<file path="config.mk">
export PLATFORM = sky130hd
export DESIGN_NAME = calc_port_scheduler
export DESIGN_NICKNAME = d
export VERILOG_FILES = /design/src/rtl/calc_pkg.sv /design/src/rtl/calc_alu.sv /design/src/rtl/calc_port_scheduler.sv
export SDC_FILE = /design/constraint.sdc
export NUM_CORES = 1
export LEC_CHECK = 0
export ABC_AREA = 1
export CAP_MARGIN = 20
export CORE_MARGIN = 3
export CORE_UTILIZATION = 32
export CTS_BUF_LIST = sky130_fd_sc_hd__clkbuf_8 sky130_fd_sc_hd__clkbuf_16
export CTS_CLUSTER_DIAMETER = 40
export DETAILED_ROUTE_END_ITERATION = 12
export DONT_BUFFER_PORTS = 1
export PLACE_DENSITY = 0.53
export REMOVE_ABC_BUFFERS = 1
export SLEW_MARGIN = 0
export SYNTH_ARGS = -nofsm -noshare
export SYNTH_HDL_FRONTEND = slang
export SYNTH_SLANG_ARGS = --single-unit
</file>
<file path="constraint.sdc">
create_clock -name c_clk -period 8.4 [get_ports c_clk]
set_clock_uncertainty 0.15 [all_clocks]
set_input_delay 0.84 -clock c_clk [delete_from_list [all_inputs] [get_ports c_clk]]
set_output_delay 0.84 -clock c_clk [all_outputs]
set_load 0.01 [all_outputs]
</file>
<file path="src/rtl/calc_pkg.sv">
// calc_pkg: shared command/response encodings, port FSM states and ALU request/result types
package calc_pkg;
  localparam int DATA_W = 32;
  typedef enum logic [3:0] {
    CMD_NONE = 4'd0,
    CMD_ADD  = 4'd1,
    CMD_SUB  = 4'd2,
    CMD_SHL  = 4'd5,
    CMD_SHR  = 4'd6
  } cmd_e;
  typedef enum logic [1:0] {
    RESP_NONE = 2'd0,
    RESP_OK   = 2'd1,
    RESP_ERR  = 2'd2
  } resp_e;
  typedef enum logic [2:0] {ST_IDLE, ST_OP2, ST_PEND, ST_WAIT, ST_RESP} port_st_e;
  typedef struct packed {
    logic              valid;
    logic [1:0]        id;
    logic [3:0]        cmd;
    logic [DATA_W-1:0] op1;
    logic [DATA_W-1:0] op2;
  } alu_req_t;
  typedef struct packed {
    logic              valid;
    logic [1:0]        id;
    resp_e             resp;
    logic [DATA_W-1:0] data;
  } alu_res_t;
  function automatic logic cmd_ok(logic [3:0] c);
    return c inside {CMD_ADD, CMD_SUB, CMD_SHL, CMD_SHR};
  endfunction
endpackage

</file>
<file path="src/rtl/calc_alu.sv">
// calc_alu: shared ALU_LAT-deep arithmetic pipeline; carries the port id tag with each result
//   c_clk, reset_n : clock, async active-low reset (clears the pipeline)
//   req_i          : issued request {valid, id, cmd, op1, op2}
//   res_o          : result {valid, id, resp, data}, ALU_LAT cycles after issue
module calc_alu
  import calc_pkg::*;
#(
  parameter int ALU_LAT = 2
) (
  input  logic     c_clk,
  input  logic     reset_n,
  input  alu_req_t req_i,
  output alu_res_t res_o
);
  logic [DATA_W:0]   sum;
  logic [DATA_W-1:0] val;
  logic              err;
  alu_res_t          res_d;
  alu_res_t          pipe_q [ALU_LAT];
  assign sum = {1'b0, req_i.op1} + {1'b0, req_i.op2};
  assign val = (req_i.cmd == CMD_ADD) ? sum[DATA_W-1:0] :
               (req_i.cmd == CMD_SUB) ? req_i.op1 - req_i.op2 :
               (req_i.cmd == CMD_SHL) ? req_i.op1 << req_i.op2[4:0] :
                                        req_i.op1 >> req_i.op2[4:0];
  assign err = (req_i.cmd == CMD_ADD) ? sum[DATA_W] :
               (req_i.cmd == CMD_SUB) ? (req_i.op2 > req_i.op1) :
               !(req_i.cmd == CMD_SHL || req_i.cmd == CMD_SHR);
  assign res_d = '{valid: req_i.valid, id: req_i.id, resp: err ? RESP_ERR : RESP_OK,
                   data: err ? {DATA_W{1'b0}} : val};
  always_ff @(posedge c_clk or negedge reset_n)
    if (!reset_n) begin
      for (int i = 0; i < ALU_LAT; i++) pipe_q[i] <= '0;
    end else begin
      pipe_q[0] <= res_d;
      for (int i = 1; i < ALU_LAT; i++) pipe_q[i] <= pipe_q[i-1];
    end
  assign res_o = pipe_q[ALU_LAT-1];
endmodule

</file>
<file path="src/rtl/calc_port_scheduler.sv">
// calc_port_scheduler: four calculator ports sharing one pipelined ALU through a one-grant-per-cycle arbiter
//   c_clk, reset_n           : clock, async active-low reset
//   reqN_cmd_in/reqN_data_in : per-port command, then op1 (command cycle) and op2 (next cycle)
//   out_respN/out_dataN      : one-cycle response (1 ok, 2 error) and result (0 unless ok)
//   CALC_SCHED_RR_EN         : defined -> round-robin arbitration, else fixed priority (port 1 highest)
module calc_port_scheduler
  import calc_pkg::*;
#(
  parameter int ALU_LAT = 2
) (
  input  logic              c_clk,
  input  logic              reset_n,
  input  logic [3:0]        req1_cmd_in,
  input  logic [3:0]        req2_cmd_in,
  input  logic [3:0]        req3_cmd_in,
  input  logic [3:0]        req4_cmd_in,
  input  logic [DATA_W-1:0] req1_data_in,
  input  logic [DATA_W-1:0] req2_data_in,
  input  logic [DATA_W-1:0] req3_data_in,
  input  logic [DATA_W-1:0] req4_data_in,
  output logic [1:0]        out_resp1,
  output logic [1:0]        out_resp2,
  output logic [1:0]        out_resp3,
  output logic [1:0]        out_resp4,
  output logic [DATA_W-1:0] out_data1,
  output logic [DATA_W-1:0] out_data2,
  output logic [DATA_W-1:0] out_data3,
  output logic [DATA_W-1:0] out_data4
);
  logic [3:0]        cmd_in   [4];
  logic [DATA_W-1:0] data_in  [4];
  logic [1:0]        resp_out [4];
  logic [DATA_W-1:0] data_out [4];
  alu_req_t          port_req [4];
  alu_req_t          issue;
  alu_res_t          res;
  logic              gnt_v;
  logic [1:0]        gnt_id;
  logic [1:0]        base;
  assign cmd_in  = '{req1_cmd_in, req2_cmd_in, req3_cmd_in, req4_cmd_in};
  assign data_in = '{req1_data_in, req2_data_in, req3_data_in, req4_data_in};
  assign out_resp1 = resp_out[0];
  assign out_resp2 = resp_out[1];
  assign out_resp3 = resp_out[2];
  assign out_resp4 = resp_out[3];
  assign out_data1 = data_out[0];
  assign out_data2 = data_out[1];
  assign out_data3 = data_out[2];
  assign out_data4 = data_out[3];
`ifdef CALC_SCHED_RR_EN
  logic [1:0] ptr_q, ptr_d;
  assign ptr_d = gnt_v ? gnt_id + 2'd1 : ptr_q;
  always_ff @(posedge c_clk or negedge reset_n)
    if (!reset_n) ptr_q <= 2'd0;
    else ptr_q <= ptr_d;
  assign base = ptr_q;
`else
  assign base = 2'd0;
`endif
  // Scan downward so the pending port closest to base is the one left standing.
  always_comb begin
    gnt_v  = 1'b0;
    gnt_id = base;
    for (int i = 3; i >= 0; i--)
      if (port_req[2'(base + 2'(i))].valid) begin
        gnt_v  = 1'b1;
        gnt_id = 2'(base + 2'(i));
      end
  end
  // With no grant, gnt_id points at a non-pending port, so its valid bit is already 0.
  assign issue = port_req[gnt_id];
  calc_alu #(.ALU_LAT(ALU_LAT)) u_alu (
    .c_clk  (c_clk),
    .reset_n(reset_n),
    .req_i  (issue),
    .res_o  (res)
  );
  for (genvar p = 0; p < 4; p++) begin : g_port
    port_st_e          st_q, st_d;
    logic [3:0]        cmd_q, cmd_d;
    logic [DATA_W-1:0] op1_q, op1_d, op2_q, op2_d, data_q, data_d;
    resp_e             resp_q, resp_d;
    always_ff @(posedge c_clk or negedge reset_n)
      if (!reset_n) begin
        st_q   <= ST_IDLE;
        cmd_q  <= '0;
        op1_q  <= '0;
        op2_q  <= '0;
        data_q <= '0;
        resp_q <= RESP_NONE;
      end else begin
        st_q   <= st_d;
        cmd_q  <= cmd_d;
        op1_q  <= op1_d;
        op2_q  <= op2_d;
        data_q <= data_d;
        resp_q <= resp_d;
      end
    always_comb begin
      st_d   = st_q;
      cmd_d  = cmd_q;
      op1_d  = op1_q;
      op2_d  = op2_q;
      data_d = data_q;
      resp_d = resp_q;
      case (st_q)
        ST_IDLE: if (cmd_in[p] != 4'd0) begin
          st_d  = ST_OP2;
          cmd_d = cmd_in[p];
          op1_d = data_in[p];
        end
        ST_OP2: begin
          op2_d  = data_in[p];
          st_d   = cmd_ok(cmd_q) ? ST_PEND : ST_RESP;
          resp_d = RESP_ERR;
          data_d = '0;
        end
        ST_PEND: if (gnt_v && gnt_id == 2'(p)) st_d = ST_WAIT;
        ST_WAIT: if (res.valid && res.id == 2'(p)) begin
          st_d   = ST_RESP;
          resp_d = res.resp;
          data_d = res.data;
        end
        default: st_d = ST_IDLE;
      endcase
    end
    assign port_req[p] = '{valid: st_q == ST_PEND, id: 2'(p), cmd: cmd_q, op1: op1_q, op2: op2_q};
    assign resp_out[p] = (st_q == ST_RESP) ? resp_q : RESP_NONE;
    assign data_out[p] = (st_q == ST_RESP) ? data_q : '0;
  end
endmodule

</file>
==> results_dict.tcl, run 1 <==
set metrics [dict create \
    cts_sinks 494 \
    path_delay_family "simple AND/OR/NAND/NOR gates" \
    syn_area_per_cell_um2 7.35 \
    hpwlAfterDp_um 70700 \
    area_growth_pct 13.7 \
    die_y_um 302 \
    cts_root_buf "clkbuf_16" \
    ir_drop_v 0.000175 \
    cp_max_fo 73 \
    coreArea_mm2 0.0859 \
    min_period_ns 6.25 \
    drtIter0Drc 2164 \
    yosys-top-cells-area "dfrtp_1, nand2_1, inv_1, nand3_1, o21ai_0" \
    grt_max_degree 495 \
    cts_setup_buffers 0 \
    drive_above_1_share_pct 6.51 \
    via_per_inst 5.10 \
    synth_cells 3812 \
    io_buffers 0 \
    crit_type "flip-flop to flip-flop" \
    cp-startpoint "g_port[3].st_q[0]" \
    critPathRequiredTime_ns 8.77 \
    worstPathArrival_ns 6.62 \
    hold_viol 234 \
    grt_overflow 0 \
    reg2regPathDepth 29 \
    num-nets-final 3939 \
    path_depth 29 \
    async_flop_share_pct 100 \
    grt_usage_pct 21.3 \
    rows 107 \
    cts_made_buffers 85 \
    rr_endpoint "u_alu.pipe_q[63]" \
    dieWidth_um 302 \
    synth-seq-area-share_pct 44.1 \
    crit_top_cell "nand2_1" \
    num_io_pins 282 \
    r2r_setup_slack_ns 2.15 \
    fill_cells 9294 \
    vias 25200 \
    maxSlewViolCount 203 \
    cts_tree "built" \
    place_congestion 0.958 \
    holdWs_ns -0.203 \
    max-slew-margin-rel_pct -44.3 \
    drt_wl_total_um 98600 \
    clk_path_buf_depth 3 \
    hold_class "primary input to asynchronous set/reset pin" \
    clk_pin_slew_ns 0.05 \
    fmax_mhz 160 \
    synth_edf_count 0 \
    initial_core_util_pct 32.6 \
    yosys_warnings 0 \
    cts_resized 0 \
    drc 0 \
    clk_latency_ns 0.63 \
    synth_top_flop_cell "dfrtp_1" \
    drt.antenna.violating_nets 0 \
    fin_setup_tns_ns 0 \
    htree_levels 3 \
    worst-path-buf-inv 6 \
    ys_seq_elements 494 \
    drt_pass1_iterations 6 \
    power.density_mw_per_mm2 396 \
    r2r-start "g_port[3].st_q[0]" \
    tightest_slew_ns 2.16 \
    netlist.area_leader.share_pct 44.1 \
    grt_pass1_vias 24700 \
    cpPeakStageDelay_ns 0.48 \
    crit_path_end_kind "flip-flop" \
    setup_violations 0 \
    antenna_found_initial 0 \
    antenna_cells 0 \
    outcome "finished with violations" \
    maxCapViolCount 0 \
    dpl_worst_slack_ns 2.18 \
    yosysTopAreaCell "dfrtp_1" \
    syn-cell-area_mm2 0.0280 \
    leakagePower_nw 15.4 \
    crit_end "u_alu.pipe_q[63]" \
    post-route-period-util_pct 74.4 \
    rsz0062_at_grt "false" \
    start_kind "flip-flop" \
    fin_ws_ns 2.15 \
    slowest_stage "buf_4" \
    die-area_mm2 0.0912 \
    fin_util_pct 37.1 \
    grt_pass1_wl_um 150000 \
    wl_per_cell_um 20.0 \
    synth.distinct_cells 54 \
    violations "hold timing, slew limit" \
]
==> state kept, by name, indices dropped and copies added (netlist names) <==
name,cells
u_alu.pipe_q,37
g_port.cmd_q,16
u_alu.res_o,37
g_port.data_q,128
g_port.op1_q,128
g_port.st_q,12
g_port.op2_q,128
g_port.resp_q,8
==> report_power, final <==
| group | leakage [nW] | internal [mW] | total (mW) | switching (mW) |
|---|---|---|---|---|
| combinational | 7.66 | 1.65 | 6.13 | 4.48 |
| sequential | 6.22 | 2.67 | 2.80 | 0.126 |
| clock | 1.52 | 2.41 | 3.68 | 1.27 |
| total | 15.4 | 6.73 | 12.6 | 5.88 |
==> cell families (layout without fill, tap and decap cells) <==
logic type | Yosys count | in the layout | synth area share, %
muxes | 3 | 3 | 0.121
xor gates and xnor gates | 20 | 20 | 0.625
AOI/OAI and AO/OA | 859 | 859 | 16.8
and+or+nand+nor | 1561 | 1561 | 23.7
buffers and inverters | 807 | 791 | 11.5
adders and majority gates | 68 | 68 | 3.09
DFF | 494 | 494 | 44.1
==> stage by stage <==
stage	area [um2]	std cells	power (mW)
3_5_place_dp	28800	4782	8.82
3_3_place_gp	28800	4782	8.86
5_1_grt	31900	4940	13.5
4_1_cts	31900	4940	12.6
2_1_floorplan	27100	3608	6.80
6_report	31900	4940	12.6
==> synthesized netlist by cell type, types with 4 or more instances <==
cell type / n
a22o_1: 8
inv_1: 584
buf_6: 13
xor2_1: 19
o211ai_1: 14
inv_2: 15
or2_2: 4
a21oi_1: 182
buf_4: 13
o21bai_1: 9
a21o_1: 4
o22ai_1: 158
nand4_1: 8
dfrtp_1: 494
nor2_1: 286
o21ai_1: 46
nor2_4: 6
nor3_1: 16
nand3_1: 407
buf_1: 18
a211oi_1: 4
nand2_2: 5
nand2_4: 7
a22oi_1: 4
o21ai_0: 376
clkbuf_1: 113
a31oi_1: 42
ha_1: 66
nor4_1: 6
buf_2: 47
nand2_1: 796
==> placed cells by master (no fill, tap or decap), types with 10 or more instances in the layout <==
| cell type | netlist | final |
|---|---|---|
| nor3_1 | 16 | 15 |
| nand3_1 | 407 | 400 |
| a31oi_1 | 42 | 42 |
| nand2_1 | 796 | 794 |
| nand3_2 | 3 | 10 |
| clkbuf_16 | 0 | 88 |
| inv_1 | 584 | 587 |
| o211ai_1 | 14 | 14 |
| o22ai_1 | 158 | 158 |
| clkinv_2 | 0 | 14 |
| nor2_1 | 286 | 286 |
| clkinvlp_4 | 0 | 10 |
| dfrtp_1 | 494 | 494 |
| buf_4 | 13 | 30 |
| xor2_1 | 19 | 19 |
| a21oi_1 | 182 | 182 |
| ha_1 | 66 | 66 |
| inv_2 | 15 | 18 |
| o21ai_1 | 46 | 46 |
| bufinv_16 | 0 | 13 |
| o21ai_0 | 376 | 376 |
==> worst min-delay path by stage <==
stage / start / end / slack [ns] / cells past startpoint
after global routing: reset_n / g_port[2].data_q[2] / -0.24 / 0
after detailed placement: u_alu.pipe_q[55] / u_alu.res_o[18] / 0.18 / 0
after floorplan: u_alu.pipe_q[37] / u_alu.res_o[0] / 0.18 / 0
after global placement: u_alu.pipe_q[73] / u_alu.res_o[36] / 0.18 / 0
final: reset_n / g_port[2].data_q[2] / -0.20 / 0
after CTS: reset_n / g_port[3].data_q[14] / -0.24 / 0
==> per-layer routing <==
layer / GRT usage [%] / vias to the layer above / wire length [um] / part of all wire [%]
met2: 33.9 / 851 / 45100 / 46
li1: - / 12200 / - / -
met3: 3.75 / 150 / 6500 / 6.6
met5: 0 / - / 0 / 0
met1: 29.5 / 12000 / 44300 / 45
met4: 6.56 / 0 / 2790 / 2.8
==> area by class of cell <==
type | count | area, um2 | area share (%)
Multi-Input combinational cell | 2511 | 12500 | 39.2
Sequential cell | 494 | 12400 | 38.8
Clock buffer | 97 | 2330 | 7.30
Inverter | 603 | 2270 | 7.11
Tap cell | 1144 | 1430 | 4.49
Clock inverter | 61 | 769 | 2.42
Timing Repair Buffer | 30 | 225 | 0.707
(Power assumes the default switching activity.)
==> run 2: changes to the inputs <==
PLACE_DENSITY = 0.54   (was 0.53)
clock period = 5.5 ns   (was 8.4 ns; I/O delays follow)
==> run 2 against run 1 <==
  * The run still ends with hold timing, slew limit left
  * Combinational power grew 58%
  * Via count rose by 3.9%
  * Die area unchanged
  * Maximum frequency is 24% higher
  * Utilization increased by 2.1 points
==> results_dict.tcl, run 2 (synthesis gave the netlist of run 1 again) <==
set metrics [dict create \
    outcome "finished with violations" \
    violations "hold timing, slew limit" \
    dieWidth_um 302 \
    leakagePower_nw 16.2 \
    rows 107 \
    holdWs_ns -0.505 \
    power_switching_mw 9.14 \
    drt_wl_total_um 103000 \
    place_congestion 0.961 \
    final_area_mm2 0.0336 \
    via_per_inst 5.12 \
    coreArea_mm2 0.0859 \
    grt_usage_pct 22.2 \
    switching_share_pct 46.2 \
    p_total_mw 19.8 \
    tightest_slew_ns 2.79 \
    vias 26200 \
    worstPathArrival_ns 5.39 \
    layoutNonFillerInstCount 5110 \
    drc 0 \
    start_kind "flip-flop" \
    initial_core_util_pct 32.6 \
    ir_drop_v 0.000414 \
    crit_path_end_kind "flip-flop" \
    hpwlAfterDp_um 72900 \
    post-route-period-util_pct 91.3 \
    die_y_um 302 \
    clk_latency_ns 0.63 \
    io_buffers 0 \
    internal_power_mw 10.6 \
    drtIter0Drc 2374 \
    setup_violations 0 \
    hold_viol 273 \
    cts_made_buffers 89 \
    min_period_ns 5.02 \
    grt_overflow 0 \
    power.density_mw_per_mm2 587 \
    antenna_cells 0 \
    die-area_mm2 0.0912 \
    cts_setup_buffers 0 \
    hold_class "primary input to asynchronous set/reset pin" \
    drt_pass1_iterations 6 \
    cts_hold_buf 136 \
    grt_pass1_wl_um 157000 \
    pwr-share-seq_pct 21.6 \
    area_growth_pct 20.0 \
    pwr-share-comb_pct 48.9 \
    num-nets-final 4106 \
    cts_tree "built" \
    fmax_mhz 199 \
    rsz0062_at_grt "false" \
    grt_max_degree 495 \
    cts_root_buf "clkbuf_16" \
    clk_pin_slew_ns 0.05 \
    final_cell_mix "nand2_1, inv_1, dfrtp_1, nand3_1, o21ai_0" \
    dp.cells 4808 \
    max-slew-margin-rel_pct -85.9 \
    antenna_found_initial 0 \
    grt_pass1_vias 25900 \
    clk_path_buf_depth 3 \
    drive_above_1_share_pct 7.11 \
    reg_top3 "g_port.data_q x128, g_port.op1_q x128, g_port.op2_q x128" \
    cp_max_fo 30 \
    drt.antenna.violating_nets 0 \
    layout_commonest_cell "nand2_1" \
    cts_resized 0 \
    maxSlewViolCount 365 \
    place_area_mm2 0.0290 \
    clockPowerShare_pct 29.4 \
    num_io_pins 282 \
    crit_type "flip-flop to flip-flop" \
    critPathRequiredTime_ns 5.87 \
    htree_levels 3 \
    maxCapViolCount 0 \
    cts_sinks 494 \
    wl_per_cell_um 20.2 \
]
-- run 2: cell types whose count changed in the layout (fill, tap and decap cells not counted), sizes merged --
| cell | delta |
|---|---|
| buf | +27 |
| clkinv | +5 |
| dlygate4sd3 | +136 |
| clkbuf | +5 |
| clkinvlp | -3 |
-- run 2: critical path, cell delays in order, from the launching register on --
cell and delay [ns]:
dfrtp_1 0.40, nor2_1 0.16, nand2_1 0.18, nand2_4 0.16, nor2_4 0.04, inv_2 0.57
buf_4 0.30, o22ai_1 0.10, a31oi_1 0.44, ha_1 0.43, inv_1 0.13, o21ai_0 0.12
inv_1 0.08, o21ai_0 0.07, a21oi_1 0.20, o21ai_1 0.15, a21oi_1 0.43, nand2_2 0.11
nand3_2 0.23, buf_12 0.18, o21ai_0 0.08, a21oi_1 0.13
-- run 2: cell type report --
cell class	instances	area, um2
fill	9176	52300
multi-input combinational	2511	12500
sequential	494	12400
clock buffer	102	2430
inverter	603	2270
timing repair buffer	193	1890
tap	1144	1430
clock inverter	63	792
-- run 2: power by group through the flow --
stage | logic [mW] | clock network [mW] | registers, mW
final | 9.67 | 5.81 | 4.28
after detailed placement | 9.34 | 0 | 4.33
after global routing | 10.6 | 6.11 | 4.33
after global placement | 9.41 | 0 | 4.33
after floorplan | 6.11 | 0 | 4.27
after CTS | 9.46 | 5.94 | 4.28
-- run 2: final timing paths --
| path | depth (start not counted) | end | slack (ns) | from |
|---|---|---|---|---|
| max | 21 | u_alu.pipe_q[63] | 0.48 | g_port[1].st_q[2] |
| min | 0 | g_port[1].op1_q[20] | -0.50 | reset_n |
| max reg2reg | 21 | u_alu.pipe_q[63] | 0.48 | g_port[1].st_q[2] |
| min reg2reg | 0 | u_alu.res_o[15] | 0.17 | u_alu.pipe_q[52] |
| max in group asynchronous | 0 | g_port[0].op2_q[30] | 3.53 | reset_n |
| min in group c_clk | 2 | g_port[1].op1_q[3] | 0.02 | req2_data_in[3] |
-- run 2: per-layer routing --
layer	track usage, %	vias up	part of all wire, %
li1	-	12600	-
met1	30.8	12500	45
met2	35.8	931	46
met3	3.04	166	6.0
met4	7.28	0	3.0
met5	0	-	0
-- run 2: through the flow --
step,TNS (ns),setup slack (ns),util (%)
CTS,0,0.462,39.1
finish,0,0.477,39.1
global route,0,0.0461,39.1
floorplan,-10.55,-0.403,-
detailed placement,0,0.510,33.8
global placement,0,0.577,33.8
==> run 3: changes to the inputs <==
ABC_AREA = 0   (was 1)
CELL_PAD_IN_SITES_DETAIL_PLACEMENT = 1   (was default)
CELL_PAD_IN_SITES_GLOBAL_PLACEMENT = 2   (was default)
CORE_ASPECT_RATIO = 1.75   (was default)
PLACE_DENSITY = 0.74   (was 0.54)
==> run 3 against run 2 <==
  * The run still ends with hold timing, slew limit left
  * Die area rose by 2.5%
  * Area after synthesis rose by 2.4%
  * Non-clock buffer count rose by 155
  * Design area rose by 3.3%
  * First-iteration DRC count fell by 38%
  * Global-route usage rose by 5.1 points
  * Synthesized cell count fell by 24%
  * Sequential share of layout area fell by 1.2 points
  * Utilization rose by 0.13 points
  * Critical endpoint is now u_alu.pipe_q[52]
==> results_dict.tcl, run 3 <==
set metrics [dict create \
    clk_path_buf_depth 3 \
    top_layer "met4" \
    area_growth_pct 21.1 \
    hold_viol 432 \
    clk_pin_slew_ns 0.06 \
    crit_path_end_kind "flip-flop" \
    maxSlewViolCount 247 \
    holdWs_ns -0.506 \
    drc 0 \
    r2r-start "g_port[2].st_q[2]" \
    die_y_um 402 \
    wl_per_cell_um 30.1 \
    synth_xor_area_share_pct 0.794 \
    rsz0062_at_grt "false" \
    worstPathArrival_ns 5.70 \
    grt_usage_pct 27.3 \
    synthMuxAreaShare_pct 13.2 \
    syn-cell-area_mm2 0.0287 \
    die-area_mm2 0.0934 \
    reg_top3 "g_port.data_q x128, g_port.op1_q x128, g_port.op2_q x128" \
    dieWidth_um 232 \
    slowest_stage "or3b_2" \
    reg2regPathDepth 17 \
    yosys-top-cells-area "dfrtp_1, mux2_2, mux2i_1, nand2_1, a22o_1" \
    grt_pass1_wl_um 190000 \
    wl_met1_um 49700 \
    rows 144 \
    hold_class "primary input to asynchronous set/reset pin" \
    drt.antenna.violating_nets 0 \
    synth_top_flop_cell "dfrtp_1" \
    synth.distinct_cells 109 \
    cp_max_fo 20 \
    synthAdderAreaFrac_pct 3.02 \
    place_area_mm2 0.0309 \
    tightest_slew_ns 2.50 \
    netlist.area_leader.share_pct 43.1 \
    yosysMostFrequentCell "dfrtp_1" \
    clk_latency_ns 0.66 \
    r2r_setup_slack_ns 0.18 \
    final_area_mm2 0.0347 \
    drtIter0Drc 1474 \
    synth_edf_count 0 \
    start_kind "flip-flop" \
    min_period_ns 5.32 \
    drt_pass1_iterations 5 \
    final_cell_mix "dfrtp_1, nand2_1, mux2_2, buf_4, nor2_1" \
    path_delay_family "compound AO/OA/AOI/OAI gates" \
    synth_simple_gate_area_share_pct 15.0 \
    antenna_found_initial 3 \
    num_io_pins 282 \
    initial_core_util_pct 32.4 \
    grt_pass1_vias 27400 \
    hpwlAfterDp_um 97300 \
    synth-seq-area-share_pct 43.1 \
    io_buffers 0 \
    cts_hold_buf 144 \
    grt_max_degree 495 \
    crit_end "u_alu.pipe_q[52]" \
    yosysTopAreaCell "dfrtp_1" \
    layout_commonest_cell "dfrtp_1" \
    cts_root_buf "clkbuf_16" \
    yosys_warnings 0 \
    met3WireLength_um 4710 \
    drt_wl_total_um 129000 \
    cts_made_buffers 66 \
    setup_violations 0 \
    rr_endpoint "u_alu.pipe_q[52]" \
    path_cells "or3b_2 > buf_4 > buf_12 > a31oi_4 > buf_12 > o32a_2 > ha_1 > nor2b_1 > o2111a_1 > or3b_1 > a31oi_1 > o21bai_1 > a311o_1 > a221oi_1 > buf_4 > o22ai_1 > a211oi_2" \
    synth_cells 2879 \
    path_depth 17 \
    place_congestion 0.975 \
    via_per_inst 5.77 \
    cpPeakStageDelay_ns 0.51 \
    violations "hold timing, slew limit" \
    synth_compound_gate_area_share_pct 20.1 \
    vias 24800 \
    grt_overflow 0 \
    fin_util_pct 39.3 \
    synth_top_family_by_area "compound AO/OA/AOI/OAI gates" \
    outcome "finished with violations" \
    max-slew-margin-rel_pct -66.4 \
    post-route-period-util_pct 96.7 \
    met2_wirelength_um 67100 \
    ys_seq_elements 494 \
    critPathRequiredTime_ns 5.88 \
    syn_area_per_cell_um2 9.96 \
    worst-path-buf-inv 4 \
    cts_tree "built" \
    fmax_mhz 188 \
    htree_levels 3 \
    synth_common_cells "dfrtp_1, nand2_1, mux2_2, nor2_1, a21oi_1" \
    drive_above_1_share_pct 22.1 \
    cts_sinks 494 \
    coreArea_mm2 0.0885 \
    num-nets-final 3287 \
    crit_type "flip-flop to flip-flop" \
    cp-startpoint "g_port[2].st_q[2]" \
    maxCapViolCount 0 \
    async_flop_share_pct 100 \
]
-- run 3: how the worst min path moves through the flow --
| stage | startpoint | end | slack [ns] | cells past startpoint |
|---|---|---|---|---|
| 2_1_floorplan | reset_n | g_port[0].cmd_q[0] | 0.10 | 0 |
| 3_3_place_gp | reset_n | g_port[2].op2_q[5] | 0.14 | 0 |
| 3_5_place_dp | reset_n | g_port[2].op2_q[8] | 0.13 | 0 |
| 4_1_cts | reset_n | g_port[0].data_q[2] | -0.58 | 0 |
| 5_1_grt | reset_n | g_port[0].data_q[13] | -0.53 | 0 |
| 6_report | reset_n | g_port[0].data_q[2] | -0.51 | 0 |
-- run 3: kinds of logic (layout without fill, tap and decap cells) --
logic type                 after synthesis  after routing
other                                    0              1
buffers and inverters                  318            563
muxes                                  345            345
adders and majority gates               68             68
DFF                                    494            494
AOI/OAI and AO/OA                      771            771
xor gates and xnor gates                26             26
and+or+nand+nor                        857            857
-- run 3: layout make-up --
| cell class | instances | area [um2] |
|---|---|---|
| Antenna cell | 1 | 2.50 |
| Multi-Input combinational cell | 2067 | 15100 |
| Tap cell | 1168 | 1460 |
| Clock inverter | 44 | 463 |
| Fill cell | 9787 | 53700 |
| Timing Repair Buffer | 348 | 3150 |
| Inverter | 96 | 368 |
| Sequential cell | 494 | 12400 |
| Clock buffer | 75 | 1800 |
-- run 3: per-stage QoR --
step                      instances  TNS (ns)  setup WS [ns]
final                          4293         0          0.183
after CTS                      4290         0        0.00284
after global routing           4293         0        0.00868
after floorplan                2657   -120.55          -3.74
after global placement         4026   -0.0559        -0.0559
after detailed placement       4027   -0.0923        -0.0923
-- run 3: repair_timing --
action | CTS | global route
hold endpoints to repair | 766 | 494
pin swaps | 0 | 4
setup buffers | 0 | 2
setup endpoints to repair | 2 | 18
gates resized for setup | 2 | 22
-- run 3: metal layers --
metal | track usage [%] | up-vias
li1 | - | 10900
met1 | 30.9 | 12800
met2 | 49.4 | 782
met3 | 2.85 | 282
met4 | 15.6 | 0
met5 | 0 | -
-- run 3: worst register-to-register path: stages (launching register included) --
cell and delay, ns:
dfrtp_1 0.45, or3b_2 0.51, buf_4 0.20, buf_12 0.18, a31oi_4 0.26, buf_12 0.25, o32a_2 0.32, ha_1 0.27
nor2b_1 0.16, o2111a_1 0.28, or3b_1 0.44, a31oi_1 0.23, o21bai_1 0.17, a311o_1 0.39, a221oi_1 0.33, buf_4 0.20
o22ai_1 0.13, a211oi_2 0.28
Power of run 3 is not shown: default switching activity piles up to over one toggle a cycle in this logic, so the estimate is an artifact.
